File: config.mk
export PLATFORM = sky130hd
export DESIGN_NAME = if_id_queue
export DESIGN_NICKNAME = d
export VERILOG_FILES = /design/src/rtl/if_id_queue.sv
export SDC_FILE = /design/constraint.sdc
export NUM_CORES = 1
export LEC_CHECK = 0
export ABC_AREA = 1
export CAP_MARGIN = 20
export CORE_ASPECT_RATIO = 0.8
export CORE_MARGIN = 5
export CORE_UTILIZATION = 48
export DETAILED_ROUTE_END_ITERATION = 8
export PLACE_DENSITY = 0.83
export SLEW_MARGIN = 40
export SYNTH_ARGS = -nofsm -noshare
export SYNTH_HDL_FRONTEND = slang
export SYNTH_SLANG_ARGS = --single-unit
File: constraint.sdc
create_clock -name clock -period 8.7 [get_ports clock]
set_clock_uncertainty 0.2 [all_clocks]
set_input_delay 1.305 -clock clock [delete_from_list [all_inputs] [get_ports clock]]
set_output_delay 1.305 -clock clock [all_outputs]
set_load 0.1 [all_outputs]
File: src/rtl/if_id_queue.sv
// Fetch-to-decode decoupling queue: buffers {PC, instruction} pairs from fetch,
// back-pressures fetch when full, drops everything on a redirect, shows a NOP when empty.
module if_id_queue #(
  parameter int unsigned DEPTH     = 2,
  parameter logic [31:0] NOP_INSTR = 32'h0000_0013
) (
  input  logic                       clock,
  input  logic                       reset,
  input  logic                       in_valid,
  input  logic [31:0]                in_pc,
  input  logic [31:0]                in_instr,
  input  logic                       flush,
  output logic                       fetch_stall,
  output logic                       out_valid,
  output logic [31:0]                out_pc,
  output logic [31:0]                out_instr,
  input  logic                       out_ready,
  output logic [$clog2(DEPTH):0]     count
);

  localparam int unsigned PW = $clog2(DEPTH);
  localparam int unsigned CW = PW + 1;

  typedef struct packed {
    logic [31:0] pc;
    logic [31:0] instr;
  } entry_t;

  entry_t          mem [DEPTH];
  logic [PW-1:0]   rd_ptr_q, rd_ptr_d;
  logic [PW-1:0]   wr_ptr_q, wr_ptr_d;
  logic [CW-1:0]   count_q,  count_d;
  logic            full, empty, enq, deq;
  entry_t          head;

  // Handshake decode and pointer/occupancy next state; flush wins over enq/deq.
  always_comb begin
    full     = (count_q == CW'(DEPTH));
    empty    = (count_q == '0);
    enq      = in_valid && !full && !flush;
    deq      = !empty && out_ready && !flush;
    rd_ptr_d = rd_ptr_q;
    wr_ptr_d = wr_ptr_q;
    count_d  = count_q;
    if (flush) begin
      rd_ptr_d = '0;
      wr_ptr_d = '0;
      count_d  = '0;
    end else begin
      if (enq) wr_ptr_d = wr_ptr_q + PW'(1);
      if (deq) rd_ptr_d = rd_ptr_q + PW'(1);
      count_d = count_q + CW'(enq) - CW'(deq);
    end
  end

  always_ff @(posedge clock) begin
    if (reset) begin
      rd_ptr_q <= '0;
      wr_ptr_q <= '0;
      count_q  <= '0;
    end else begin
      rd_ptr_q <= rd_ptr_d;
      wr_ptr_q <= wr_ptr_d;
      count_q  <= count_d;
    end
  end

  // Storage is never cleared; occupancy alone decides what is valid.
  always_ff @(posedge clock) begin
    if (enq && !reset) begin
      mem[wr_ptr_q] <= '{pc: in_pc, instr: in_instr};
    end
  end

  always_comb begin
    head        = mem[rd_ptr_q];
    out_valid   = !empty;
    out_pc      = empty ? 32'h0 : head.pc;
    out_instr   = empty ? NOP_INSTR : head.instr;
    fetch_stall = full;
    count       = count_q;
  end

endmodule

==> results.md, run 1 <==
- Total power: 1630 uW
- Netlist Area Pre-Place: 5060 um2
- Post-CTS Setup Inserts: 0
- Global route total overflow: 0
- Total of fill cells in the finished design: 743
- Overall global routing resource usage: 17.7%
- Row Count: 33
- Arrival time reported for the critical path endpoint: 2420 ps
- Actual slew at the worst max-slew pin: 684 ps
- Buffer cell driving the clock tree root: clkbuf_16
- Proportion of synthesized chip area in sequential cells: 77.9%
- Synth cell types: 15
- Cell types with the largest area share after synthesis: edfxtp_1, nand2_1, a21oi_1
- FF+latch area: 3950 um2
- Worst slew margin relative to its limit: 54.4%
- Maximum level of the CTS H-tree: 4
- Smallest hold slack: 323 ps
- R2r setup slk: 6240 ps
- Synthesized netlist cell count: 383
- Fraction of the cycle the final worst path needs: 45.2%
- Height of the die: 102 um
- Via density per instance: 4.98
- Total Die Area: 12700 um2
- Terminus of the critical flop-to-flop path: count[1]
- Critical path class: reg2out
- Residual antenna-violating net count after detailed routing: 0
- Worst-case reg-to-reg path depth: 9
- Power density over the cells: 239 nW/um2
- CP Data Required Time: 7190 ps
- Total vias in the final route: 3368
- Endpoint class of the critical path: primary output
- Clk Latency, worst-skew pair: 400 ps
- Maximum frequency from static timing analysis: 0.254 GHz
- Number of setup violations in the final report: 0
- Clock slew seen by the registers of the worst setup and hold paths: 60 ps
- Worst IR drop on VDD: 156 uV
- Synth top area share: 76.0%
- Global-route wire length before repair: 17300 um
- Final hold violations: 0
- FFs w/ async S/R, synth: 0%
- Number of cells traversed by the worst hold path: 2
- Die X-Extent: 125 um
- Fraction of final layout cells with drive strength greater than 1: 20.1%
- Clock tree from TritonCTS: yes
- Iteration count of the initial detailed-routing pass: 5
- Number of antenna diodes: 0
- Final core utilization: 66.3%
- Sum of routed wire length over all layers: 11000 um
- Run status: complete, no violations
- Number of global-route vias before repair: 3421
- Yosys warning total: 0
- Setup TNS: 0 ps
- Setup repair after global routing missed its margin: false
- Startpoint kind of the worst setup timing path: flip-flop
- Number of gates given a new drive strength after cts: 0
- Starting Density: 49.2%
- Pin count of the biggest net entering global routing: 65
- Min-delay worst type: reg2reg
- Primary FF master, synth: edfxtp_1
- Routed wire length per instance: 16.3 um
- Maximum Capacitance Violations: 0
- Area added between synthesis and finish: 34.7%
- Min cycle time layout: 3930 ps
- DRT iter0 DRCs: 249
- Maximum buffer depth of the clock tree: 2
- Leakage component of the power: 0.00264 uW
- Buffers on Ports: 136
- Synth Register Bits: 133
- Most instantiated cells after synthesis: nand2_1, edfxtp_1, a21oi_1, buf_2, inv_1
- Post-Synthesis Mean Instance Area: 13.2 um2
- Drc violations: 0
- Leading cell type by number of instances after synthesis: nand2_1
- Final weighted congestion of routability-driven global placement: 0.781
- Yosys top cell by area: edfxtp_1
- Top-level port count: 137
- Largest driver fanout on the critical path: 45
- Inserted Clock Buffers: 17
- Placeable Area: 10300 um2
- Source of the worst register-to-register timing path: count[1]
- Number of nets in the synthesized netlist: 454
- Count of flip-flops with a built-in enable after synthesis: 128
- Hold path startpoint: rd_ptr_q
- Initial antenna violation count: 0
- Area of the multi-input gates: 948 um2
- Net count of the finished layout: 595
- Total number of clock tree sinks: 133
- Final-report max-slew violation count: 0
- HPWL after DPL: 6710 um
- Hold-fix buffers, CTS: 0
-- through the flow --
stage / setup slack, ps / cells / area (um2)
CTS: 4710 / 676 / 6810
floorplan: 2030 / 383 / 5060
detailed placement: 5140 / 645 / 6170
global placement: 4490 / 645 / 6510
finish: 4770 / 676 / 6820
global route: 4570 / 676 / 6820
-- critical path, cell delays in order (launching register included) --
cell and delay [ps]:
dfxtp_1 360, nor2_4 410, buf_4 510, inv_1 170
nand3_1 120, buf_2 430
-- how the worst max path moves through the flow --
stage | from | to | slack, ps | cells past startpoint
CTS | count[1] | out_instr[1] | 4710 | 5
global placement | count[1] | out_instr[1] | 4490 | 5
detailed placement | in_valid | mem[1][47] | 5140 | 6
finish | count[1] | out_instr[1] | 4770 | 5
global route | count[1] | out_instr[1] | 4570 | 5
floorplan | in_valid | mem[0][0] | 2030 | 4
-- routing by layer --
layer / vias to the layer above / global-route usage [%] / wire length [um]
met5: - / 0 / 0
met4: 0 / 5.90 / 118
met3: 13 / 6.48 / 868
met2: 134 / 29.0 / 5370
met1: 1599 / 22.2 / 4690
li1: 1622 / - / -
-- area by class of cell --
class                   instances  share of cell area (%)
well taps                     140                    2.57
inverters                      12                   0.698
flip-flops and latches        133                    57.9
clock buffers                  19                    6.35
clock inverters                12                    3.01
repair buffers                141                    15.6
multi-input cells             219                    13.9
-- layout by cell type (no fill, tap or decap) --
cell / count
clkinv_4: 4
dfxtp_2: 1
bufinv_16: 5
nand2_1: 138
clkinvlp_4: 2
buf_2: 68
inv_1: 11
clkbuf_1: 2
inv_4: 1
edfxtp_1: 128
nor2_1: 7
clkbuf_16: 17
buf_6: 1
buf_4: 4
a21oi_1: 63
clkinv_2: 1
nor2_2: 1
ha_1: 2
nor2_4: 2
nor3_2: 1
nand3_1: 5
clkdlybuf4s50_1: 68
dfxtp_1: 4
-- logic make-up after synthesis --
family | after synthesis | share of synthesized area (%)
compound gates | 63 | 6.23
buf+inv | 31 | 3.56
simple gates | 154 | 11.8
flops | 133 | 77.9
fa+ha+maj | 2 | 0.494
-- sequential cells by signal, indices dropped and copies added, names as in the netlist, named ones only --
signal,flops
mem,128
count,2
wr_ptr_q,1
rd_ptr_q,1
-- power breakdown --
part / switching, uW / internal, uW
logic: 105 / 39.9
registers: 2.99 / 715
clock network: 259 / 508
total: 367 / 1260
No activity file was read; power rests on OpenSTA's default activity.
==> inputs of run 2 (changes only) <==
CORE_UTILIZATION = 43   (was 48)
PLACE_DENSITY = 0.78   (was 0.83)
clock period = 3.16 ns   (was 8.7 ns; I/O delays follow)
==> results.md, run 2 (same netlist as run 1, synthesis figures left out) <==
- Clk Latency, worst-skew pair: 400 ps
- Net count of the finished layout: 598
- Actual slew at the worst max-slew pin: 401 ps
- Maximum Capacitance Violations: 0
- Row Count: 35
- Fraction of final layout cells with drive strength greater than 1: 20.6%
- Hold path startpoint: rd_ptr_q
- Maximum buffer depth of the clock tree: 2
- Highest-count cells in the layout ignoring fill and taps: nand2_1, edfxtp_1, clkdlybuf4s50_1, buf_12, a21oi_1
- Number of setup violations in the final report: 0
- Number of gates given a new drive strength after cts: 0
- Largest driver fanout on the critical path: 27
- Worst slew margin relative to its limit: 73.4%
- Global-route wire length before repair: 18400 um
- Commonest non-fill, non-tap cell in the layout: nand2_1
- Post-CTS Setup Inserts: 0
- Number of flip-flops under the largest register name: 128
- Area added between synthesis and finish: 54.4%
- Final weighted congestion of routability-driven global placement: 0.792
- Final-report max-slew violation count: 0
- Placeable Area: 11500 um2
- Drc violations: 0
- Buffer cell driving the clock tree root: clkbuf_16
- Setup repair after global routing missed its margin: false
- Worst IR drop on VDD: 309 uV
- Sum of routed wire length over all layers: 11600 um
- R2r setup slk: 1350 ps
- Maximum level of the CTS H-tree: 4
- CP Data Required Time: 2490 ps
- Starting Density: 43.9%
- Run status: complete, no violations
- Die X-Extent: 131 um
- Sink of the worst hold path: rd_ptr_q
- Min cycle time layout: 2690 ps
- Routed wire length per instance: 16.9 um
- Critical path class: reg2out
- Source of the worst register-to-register timing path: count[0]
- Endpoint class of the critical path: primary output
- Overall global routing resource usage: 16.8%
- Hold-fix buffers, CTS: 0
- Smallest hold slack: 321 ps
- Initial antenna violation count: 0
- Total of fill cells in the finished design: 788
- DRT iter0 DRCs: 331
- Number of antenna diodes: 0
- Inserted Clock Buffers: 17
- Maximum frequency from static timing analysis: 0.372 GHz
- Clock slew seen by the registers of the worst setup and hold paths: 50 ps
- Buffers on Ports: 136
- Total number of clock tree sinks: 133
- Number of global-route vias before repair: 3596
- Terminus of the critical flop-to-flop path: mem[0][31]
- Min-delay worst type: reg2reg
- HPWL after DPL: 7550 um
- Arrival time reported for the critical path endpoint: 2010 ps
- Leakage component of the power: 0.00283 uW
- Final hold violations: 0
- Residual antenna-violating net count after detailed routing: 0
- Total vias in the final route: 3408
- Top-level port count: 137
- Worst-case reg-to-reg path depth: 5
- Startpoint kind of the worst setup timing path: flip-flop
- Clock tree from TritonCTS: yes
- Number of cells traversed by the worst hold path: 2
- Iteration count of the initial detailed-routing pass: 4
- Fraction of the cycle the final worst path needs: 85.1%
- Setup TNS: 0 ps
- Power density over the cells: 563 nW/um2
- Height of the die: 107 um
- Total Die Area: 14100 um2
- Global route total overflow: 0
- Pin count of the biggest net entering global routing: 65
- Largest register by flop count: mem
- Via density per instance: 4.96
## run 2: cell types whose count changed in the layout (fill, tap and decap cells not counted), moves of 2 or more
| cell | previous run | this run |
|---|---|---|
| bufinv_16 | 5 | 3 |
| dfxtp_1 | 4 | 2 |
| buf_12 | 0 | 67 |
| inv_6 | 0 | 2 |
| clkinv_1 | 0 | 4 |
| clkbuf_1 | 2 | 0 |
| buf_4 | 4 | 9 |
| clkinv_4 | 4 | 2 |
| buf_2 | 68 | 0 |
## run 2: critical path, stage by stage (launching register included)
cell and delay [ps]:
dfxtp_2 540, buf_4 370, nand2_1 100, a21oi_1 360
buf_12 230
## run 2: worst max-delay path by stage
stage | start | end | slack [ps]
floorplan | count[1] | out_instr[10] | 20
global placement | in_valid | mem[0][42] | 810
detailed placement | in_valid | mem[0][49] | 740
CTS | flip-flop | out_instr[18] | 430
global route | flip-flop | out_instr[25] | 340
finish | flip-flop | out_instr[18] | 470
## run 2: stage by stage
stage	utilization, %	worst slack (ps)	total power, uW	instances	cell area [um2]
2_1_floorplan	-	15.6	2270	383	5080
3_3_place_gp	62.7	812	2500	656	7220
4_1_cts	67.8	426	4440	687	7810
6_report	67.8	472	4400	687	7810
3_5_place_dp	62.7	737	2510	656	7220
5_1_grt	67.8	336	4540	687	7810
## run 2: per-layer routing
layer / wire (um) / global-route usage, % / vias up
met4: 162 / 5.21 / 0
met5: 0 / 0 / -
li1: - / - / 1631
met1: 4710 / 20.6 / 1610
met3: 896 / 6.47 / 20
met2: 5840 / 27.8 / 147
## run 2: report_power, final
part	leakage, uW	switching, uW	total [uW]	internal (uW)
Sequential	0.00120	9.49	1980	1970
Clock	0.000280	694	1920	1230
Combinational	0.00134	306	496	191
## run 2: layout make-up
cell class	count	area [um2]	share of cell area, %
Sequential cell	133	3950	50.6
Clock inverter	14	160	2.05
Multi-Input combinational cell	219	955	12.2
Tap cell	148	185	2.37
Timing Repair Buffer	144	2090	26.8
Inverter	12	45.0	0.577
Clock buffer	17	425	5.45
